[src/rtl/fft_ctrl_pkg.sv]
// Shared types and constants for the FFT stage sequencer and its address helper.
package fft_ctrl_pkg;

  typedef enum logic [1:0] {
    ST_IDLE,
    ST_ISSUE,
    ST_DRAIN,
    ST_DONE
  } state_t;

  localparam int MAX_LOG2N = 10;
  localparam int TW_W      = 9;
  localparam int STAGE_W   = 4;

  // log2(N) for N = 8 << cfg
  function automatic logic [STAGE_W-1:0] cfg_to_stages(input logic [2:0] cfg);
    return STAGE_W'(cfg) + STAGE_W'(3);
  endfunction

endpackage

[src/rtl/fft_bfly_addr_calc.sv]
// Radix-2 DIT butterfly addressing: maps (stage, butterfly index) to the
// in-place operand pair and the twiddle index into a 1024-entry table.
module fft_bfly_addr_calc
  import fft_ctrl_pkg::*;
#(
  parameter int ADDR_W = 10
) (
  input  logic [STAGE_W-1:0] s,
  input  logic [ADDR_W-2:0]  k,
  output logic [ADDR_W-1:0]  top,
  output logic [ADDR_W-1:0]  bot,
  output logic [ADDR_W-2:0]  tw
);

  logic [ADDR_W-1:0] kx;
  logic [ADDR_W-1:0] half;
  logic [ADDR_W-1:0] j;
  logic [ADDR_W-1:0] top_w;
  logic [ADDR_W-1:0] tw_w;

  always_comb begin
    kx    = ADDR_W'(k);
    half  = ADDR_W'(1) << s;
    j     = kx & (half - ADDR_W'(1));
    // group base: drop the in-group bits of k, then leave room for the bottom half
    top_w = ((kx >> s) << (s + STAGE_W'(1))) | j;
    tw_w  = j << (STAGE_W'(ADDR_W - 1) - s);
    top   = top_w;
    bot   = top_w + half;
    tw    = tw_w[ADDR_W-2:0];
  end

endmodule

[src/rtl/fft_stage_sequencer.sv]
// Issues in-place radix-2 DIT butterflies stage by stage over a valid/ready
// stream, draining the datapath pipeline between stages.
module fft_stage_sequencer
  import fft_ctrl_pkg::*;
#(
  parameter int DELAY  = 6,
  parameter int CFG_W  = 3,
  parameter int ADDR_W = 10
) (
  input  logic               clk,
  input  logic               i_resetn,
  input  logic [CFG_W-1:0]   i_point_configuration,
  input  logic               i_start,
  input  logic               i_abort,
  input  logic               i_ready,
  output logic               o_busy,
  output logic               o_valid,
  output logic [ADDR_W-1:0]  o_top_addr,
  output logic [ADDR_W-1:0]  o_bot_addr,
  output logic [ADDR_W-2:0]  o_tw_idx,
  output logic [3:0]         o_stage,
  output logic               o_new_stage_trigger,
  output logic               o_last_in_stage,
  output logic               o_fft_done
);

  localparam int KW  = ADDR_W - 1;
  localparam int DCW = (DELAY > 1) ? $clog2(DELAY) : 1;
  localparam logic [DCW-1:0] DRAIN_LAST = DCW'((DELAY > 0) ? DELAY - 1 : 0);

  state_t             state, state_n;
  logic [STAGE_W-1:0] s, s_n, s_last, s_last_n;
  logic [KW-1:0]      k, k_n, k_last, k_last_n;
  logic [DCW-1:0]     dcnt, dcnt_n;
  logic               stage_end;
  logic               valid_n;
  logic [ADDR_W-1:0]  top_n, bot_n;
  logic [ADDR_W-2:0]  tw_n;

  always_ff @(posedge clk or negedge i_resetn) begin
    if (!i_resetn) begin
      state  <= ST_IDLE;
      s      <= '0;
      k      <= '0;
      s_last <= '0;
      k_last <= '0;
      dcnt   <= '0;
    end else begin
      state  <= state_n;
      s      <= s_n;
      k      <= k_n;
      s_last <= s_last_n;
      k_last <= k_last_n;
      dcnt   <= dcnt_n;
    end
  end

  always_comb begin
    state_n   = state;
    s_n       = s;
    k_n       = k;
    s_last_n  = s_last;
    k_last_n  = k_last;
    dcnt_n    = dcnt;
    stage_end = 1'b0;
    unique case (state)
      ST_IDLE: begin
        if (i_start) begin
          state_n  = ST_ISSUE;
          s_n      = '0;
          k_n      = '0;
          s_last_n = cfg_to_stages(3'(i_point_configuration)) - STAGE_W'(1);
          k_last_n = KW'((32'd4 << i_point_configuration) - 32'd1);
        end
      end
      ST_ISSUE: begin
        if (i_ready) begin
          if (k == k_last) begin
            dcnt_n = '0;
            if (DELAY == 0) stage_end = 1'b1;
            else            state_n   = ST_DRAIN;
          end else begin
            k_n = k + KW'(1);
          end
        end
      end
      ST_DRAIN: begin
        if (dcnt == DRAIN_LAST) stage_end = 1'b1;
        else                    dcnt_n    = dcnt + DCW'(1);
      end
      ST_DONE: state_n = ST_IDLE;
      default: state_n = ST_IDLE;
    endcase

    if (stage_end) begin
      if (s == s_last) begin
        state_n = ST_DONE;
      end else begin
        state_n = ST_ISSUE;
        s_n     = s + STAGE_W'(1);
        k_n     = '0;
      end
    end

    if (i_abort) begin
      state_n = ST_IDLE;
      s_n     = '0;
      k_n     = '0;
      dcnt_n  = '0;
    end
  end

  assign valid_n = (state_n == ST_ISSUE);

  fft_bfly_addr_calc #(.ADDR_W(ADDR_W)) u_addr (
    .s   (s_n),
    .k   (k_n),
    .top (top_n),
    .bot (bot_n),
    .tw  (tw_n)
  );

  // Outputs are registered from the next-state values so they line up with state.
  always_ff @(posedge clk or negedge i_resetn) begin
    if (!i_resetn) begin
      o_busy              <= 1'b0;
      o_valid             <= 1'b0;
      o_top_addr          <= '0;
      o_bot_addr          <= '0;
      o_tw_idx            <= '0;
      o_stage             <= '0;
      o_new_stage_trigger <= 1'b0;
      o_last_in_stage     <= 1'b0;
      o_fft_done          <= 1'b0;
    end else begin
      o_busy              <= (state_n != ST_IDLE);
      o_valid             <= valid_n;
      o_top_addr          <= valid_n ? top_n : '0;
      o_bot_addr          <= valid_n ? bot_n : '0;
      o_tw_idx            <= valid_n ? tw_n  : '0;
      o_stage             <= (state_n == ST_IDLE) ? '0 : s_n;
      // pulse only when the stage's first butterfly is newly presented, not while stalled
      o_new_stage_trigger <= valid_n && (k_n == '0) && !((state == ST_ISSUE) && !i_ready);
      o_last_in_stage     <= valid_n && (k_n == k_last_n);
      o_fft_done          <= (state_n == ST_DONE);
    end
  end

endmodule

[config.mk]
export PLATFORM = sky130hd
export DESIGN_NAME = fft_stage_sequencer
export DESIGN_NICKNAME = d
export VERILOG_FILES = /design/src/rtl/fft_ctrl_pkg.sv /design/src/rtl/fft_bfly_addr_calc.sv /design/src/rtl/fft_stage_sequencer.sv
export SDC_FILE = /design/constraint.sdc
export NUM_CORES = 1
export LEC_CHECK = 0
export CORE_MARGIN = 10
export CORE_UTILIZATION = 40
export DETAILED_ROUTE_END_ITERATION = 16
export SYNTH_ARGS = -nofsm -noshare
export SYNTH_HDL_FRONTEND = slang
export SYNTH_SLANG_ARGS = --single-unit
[constraint.sdc]
create_clock -name clk -period 11.82 [get_ports clk]
set_input_delay 1.773 -clock clk [delete_from_list [all_inputs] [get_ports clk]]
set_output_delay 1.773 -clock clk [all_outputs]
set_load 0.1 [all_outputs]
==> results of run 1 <==
-- through the flow --
step / hold WS [ns] / area, sq um
after floorplan: 0.465 / 4910
after global placement: 0.499 / 5410
after detailed placement: 0.494 / 5410
after CTS: 0.507 / 5750
after global routing: 0.545 / 5750
final: 0.503 / 5750
-- registers in the layout (all words and copies together), names as in the netlist, 2 cells and up --
register,count
dcnt,3
k,9
k_last,9
o_bot_addr,10
o_stage,4
o_top_addr,10
o_tw_idx,9
s,4
s_last,4
state,2
-- where the power goes --
part	switching, mW	internal [mW]	leakage, nW
Sequential	0.00572	0.243	0.927
Combinational	0.0413	0.0158	1.45
Clock	0.102	0.212	0.167
Total	0.149	0.471	2.55
-- cell usage after synthesis (all sizes together), types with 4 or more instances --
library cell and n:
dfrtp 69, nor2 56, nand2 53, a21oi 32, ha 26, o21ai 25
xor2 24, inv 22, nand3 20, xnor2 20, and2 18, buf 16
clkbuf 16, nor3 15, a31oi 13, and3 9, nor4 9, a211oi 7
mux2i 6, nand2b 6, nand4 6, or2 5, or3 5, a22oi 4
a311oi 4, mux2 4, nor2b 4, nor3b 4, o21bai 4, o22ai 4
-- logic make-up after synthesis --
logic type,Yosys count,share of synthesized area (%)
flops,69,35.2
buf+inv,55,5.15
xor+xnor,44,8.01
simple gates,222,23.3
compound gates,131,19.2
fa+ha+maj,27,7.04
mux,10,2.14
-- layer usage --
layer / track usage (%) / vias up / part of all wire [%]
met3: 4.35 / 32 / 6.7
met1: 24.2 / 2133 / 46
met5: 0 / - / 0
met2: 26.9 / 139 / 45
met4: 7.91 / 0 / 2.6
li1: - / 2062 / -
-- cell type report --
cell class,instances,area share [%]
Tap cell,147,3.20
Clock buffer,12,4.29
Sequential cell,69,30.0
Timing Repair Buffer,50,8.40
Inverter,23,1.50
Multi-Input combinational cell,434,50.9
Clock inverter,4,1.65
-- critical path: stages --
cell and delay, ns:
clkdlybuf4s50_1 0.48, nor3b_2 0.61, nor2_1 0.18, and3_1 0.29, nor2_2 0.53, nand3_1 0.26
ha_1 0.34, nor3_1 0.52, a21o_1 0.22, ha_1 0.25, a21o_1 0.18, a21oi_1 0.22
o21bai_1 0.09, a21oi_1 0.25, o21bai_1 0.09, a21oi_1 0.21, o21ai_0 0.16, xor2_1 0.22
a2111o_1 0.37, o21ai_2 0.06
-- path summary, 6_finish.rpt --
| path | endpoint | cells after the start | start | slack (ns) |
|---|---|---|---|---|
| setup / recovery | o_bot_addr[9] | 20 | i_start | 4.78 |
| hold / removal | s_last[3] | 2 | s_last[3] | 0.50 |
| setup reg to reg | o_bot_addr[9] | 21 | s[1] | 5.82 |
| hold reg to reg | s_last[3] | 2 | s_last[3] | 0.50 |
| max in group asynchronous | o_bot_addr[8] | 2 | i_resetn | 9.61 |
| min in group asynchronous | k_last[6] | 2 | i_resetn | 1.63 |
==> impl_metrics.yaml, run 1 <==
cts:
  cts_root_buf: "clkbuf_16"
  clk_latency_ns: 0.35
  clk_pin_slew_ns: 0.05
  cts_resized: 0
  cts_buffer_depth: 2
  cts.sinks: 69
  cts_tree: "done"
  numCtsBuffers: 9
  postCtsHoldBufs: 0
  postCtsSetupRepairBufs: 0
  ctsHtreeMaxLevel: 3
synthesis:
  yosysWarnings: 0
  yosys.area.top_type_share_pct: 35.2
  netlist_area_sq_um: 4910
  synth_cell_types: 84
  synth_flop_cell: "dfrtp_1"
  synth_cells: 558
  yosysTopAreaCell: "dfrtp_1"
  synth.avg_cell_area_sq_um: 8.79
  syn_nets: 593
  yosys-top-cells-area: "dfrtp_1, ha_1, xor2_1"
  async_flop_share_pct: 100
  synth-seq-area-share_pct: 35.2
  synth-seq-cells: 69
  synth-edff-count: 0
placed_design:
  place_ws_ns: 4.49
  port_buffers: 45
  gp_congestion: 0.932
  dp_cells: 723
  hpwlAfterDp_mm: 10.9
timing:
  finalHoldViolations: 0
  fin_ws_ns: 4.78
  worst_pin_slew_ns: 1.13
  rsz0062_at_grt: "false"
  fin_skew_ns: 0.00581
  slew_headroom_pct: 24.0
  min_period_ns: 7.04
  post-route-period-util_pct: 59.5
  final.setup.tns_ns: 0
  finalSetupViolCount: 0
  finalMaxSlewViolations: 0
  fmax_mhz: 142
global_routing:
  grt_pass1_vias: 4271
  grt_max_degree: 70
  grt-ovfl-total: 0
  grt_pass1_wl_mm: 23.8
  antenna_found_initial: 0
  grt_usage_pct: 18.0
detailed_routing:
  routed_wl_mm: 14.7
  drc: 0
  drtIter0Drc: 386
  vias: 4366
  ant_nets: 0
  firstDrtPassIters: 5
  via_per_inst: 5.91
  wire_per_inst_microns: 19.9
floorplan:
  fp.dieW_microns: 131
  boundaryPins: 46
  coreArea_sq_um: 12000
  die_area_sq_um: 17100
  start_util_pct: 40.9
  fp.dieH_microns: 131
  row_count: 40
critical_path:
  path_class: "in2reg"
  end_kind: "register"
  required_ns: 12.09
  critPathMaxFanout: 11
  critical_path_arrival_ns: 7.31
  cp-start-kind: "input pin"
finish:
  layout_common_cells: "dfrtp_1, nor2_1, nand2_1"
  multi_input_area_sq_um: 2930
  seqCellArea_sq_um: 1730
  final_layout_size_suffix_gt1_share_pct: 8.78
  nFillCells: 1183
  nets: 622
  final_common_cell: "dfrtp_1"
  fin_cells: 739
  diodes: 0
  post-route-util_pct: 47.9
  areaGrowthSynthToFinish_pct: 17.2
power:
  power_density_nw_per_um2: 108
  p_leak_nw: 2.55
  p_total_mw: 0.620
  vdd.ir_drop.worst_mv: 0.0608
flow_run:
  maxCapViolCount: 0
run_status:
  outcome: "complete, no violations"
hold_path:
  hold_path.class: "reg2reg"
(Power assumes the default switching activity.)
==> run 2, diff against run 1 <==
- clock period: 11.82 -> 7 ns (I/O delays scaled with it)
==> run 2 against run 1 <==
Clock skew hardly changed. Die area did not move. Final area up 1.3%. Wire length decreased by 1.6%. Register-to-register slack worse by 4.5 ns. Count of clock-buffer cells in the layout decreased by 2. Via count is 0.64% lower. Final cell count is 0.81% higher. Clock power up 82%. Non-clock buffer count increased by 6. Largest cell class unchanged.
==> impl_metrics.yaml, run 2 (synthesis results as in run 1) <==
run_status:
  outcome: "complete, no violations"
flow_run:
  maxCapViolCount: 0
finish:
  areaGrowthSynthToFinish_pct: 18.7
  final_layout_size_suffix_gt1_share_pct: 10.0
  nFillCells: 1174
  diodes: 0
  layout_common_cells: "dfrtp_1, nor2_1, nand2_1"
  nets: 628
  final_common_cell: "dfrtp_1"
  design_area_sq_um: 5830
  reg.largest.list: "o_bot_addr: 10 flops, o_top_addr: 10 flops"
floorplan:
  die_area_sq_um: 17100
  coreArea_sq_um: 12000
  start_util_pct: 40.9
  fp.dieW_microns: 131
  fp.dieH_microns: 131
  row_count: 40
  boundaryPins: 46
critical_path:
  critical_path_arrival_ns: 6.14
  r2r_slack_ns: 1.30
  worst-path-buf-inv: 2
  cpMostUsedCell: "a21oi_1"
  path_class: "in2reg"
  crit_path_max_incr_delay_ns: 0.74
  required_ns: 7.27
  crit_chain: "clkdlybuf4s50_1, or4_1, and2_4, inv_2, ha_1, nand2_1, xnor2_2, and2_1, a21o_1, ha_1, a21o_1, a21oi_1, o21bai_1, a21oi_1, o21bai_1, a21oi_1, o21ai_0, xor2_1, a2111o_1, o21ai_2"
  ff2ff_path_depth: 21
  end_kind: "register"
  slowest_stage: "or4_1"
  critPathMaxFanout: 14
  path_delay_family: "compound AO/OA/AOI/OAI gates"
  cp-start-kind: "input pin"
  cp.depth: 20
hold_path:
  whs_path_depth: 2
  hold_path.class: "reg2reg"
detailed_routing:
  via_per_inst: 5.82
  drc: 0
  wire_per_inst_microns: 19.4
  vias: 4338
  firstDrtPassIters: 9
  drtIter0Drc: 640
  routed_wl_mm: 14.5
  ant_nets: 0
timing:
  slew_headroom_pct: 21.7
  rsz0062_at_grt: "false"
  worst_pin_slew_ns: 1.17
  finalHoldViolations: 0
  final.setup.tns_ns: 0
  post-route-period-util_pct: 83.9
  finalMaxSlewViolations: 0
  finalSetupViolCount: 0
  min_period_ns: 5.87
  fmax_mhz: 170
  fin_skew_ns: 0.00576
  whs_ns: 0.513
power:
  p_leak_nw: 2.59
  switching_power_mw: 0.258
  p_int_mw: 0.832
  p_sw_share_pct: 23.7
  power_frac_seq_pct: 38.6
  power_density_nw_per_um2: 187
  p_comb_share_pct: 8.8
  clkPwrFrac_pct: 52.6
  vdd.ir_drop.worst_mv: 0.114
cts:
  cts_resized: 0
  cts_tree: "done"
  ctsHtreeMaxLevel: 3
  clk_latency_ns: 0.34
  cts_buffer_depth: 2
  postCtsHoldBufs: 0
  clk_pin_slew_ns: 0.06
  cts_root_buf: "clkbuf_16"
  cts.sinks: 69
  postCtsSetupRepairBufs: 0
  numCtsBuffers: 9
placed_design:
  hpwlAfterDp_mm: 10.7
  gp_congestion: 0.952
  dpl-instance-area_sq_um: 5450
  port_buffers: 45
global_routing:
  grt-ovfl-total: 0
  grt_pass1_wl_mm: 23.5
  antenna_found_initial: 0
  grt_usage_pct: 17.7
  grt_pass1_vias: 4226
  grt_max_degree: 70
==> run 2: stage by stage <==
stage,worst slack [ns],power [mW],util (%),instances
finish,1.13,1.09,48.5,745
global route,0.603,1.13,48.5,745
CTS,1.20,1.10,48.5,745
detailed placement,0.889,0.524,45.4,729
global placement,0.893,0.522,45.4,729
floorplan,1.65,0.489,-,558
==> run 2: final timing paths <==
| check | startpoint | end |
|---|---|---|
| max | i_abort | o_bot_addr[9] |
| min | s_last[1] | s_last[1] |
| max reg2reg | s[1] | o_bot_addr[9] |
| min reg2reg | s_last[1] | s_last[1] |
| max in group asynchronous | i_resetn | o_bot_addr[1] |
| min in group asynchronous | i_resetn | k_last[5] |
==> run 2: routing by layer <==
layer	share of wire [%]	track usage, %
met5	0	0
met4	1.4	4.45
met3	7.2	3.38
met2	45	27.1
met1	47	24.9
==> run 2: power by group through the flow <==
stage	sequential [mW]	combinational, mW	clock [mW]
finish	0.420	0.0961	0.573
global route	0.422	0.106	0.599
CTS	0.420	0.0970	0.583
detailed placement	0.427	0.0963	0
global placement	0.427	0.0955	0
floorplan	0.440	0.0490	0
==> run 2: final cells by class <==
cell class / instances / area (sq um) / share of cell area (%)
clock inverter: 6 / 134 / 2.30
multi-input combinational: 434 / 2930 / 50.3
inverter: 23 / 86.3 / 1.48
clock buffer: 10 / 239 / 4.10
sequential: 69 / 1730 / 29.6
timing repair buffer: 56 / 528 / 9.06
tap: 147 / 184 / 3.16
==> run 2: tightest hold or removal path: stages (launching register included) <==
cell and delay (ns):
dfrtp_1 0.37, nand2_1 0.05, o21ai_0 0.06
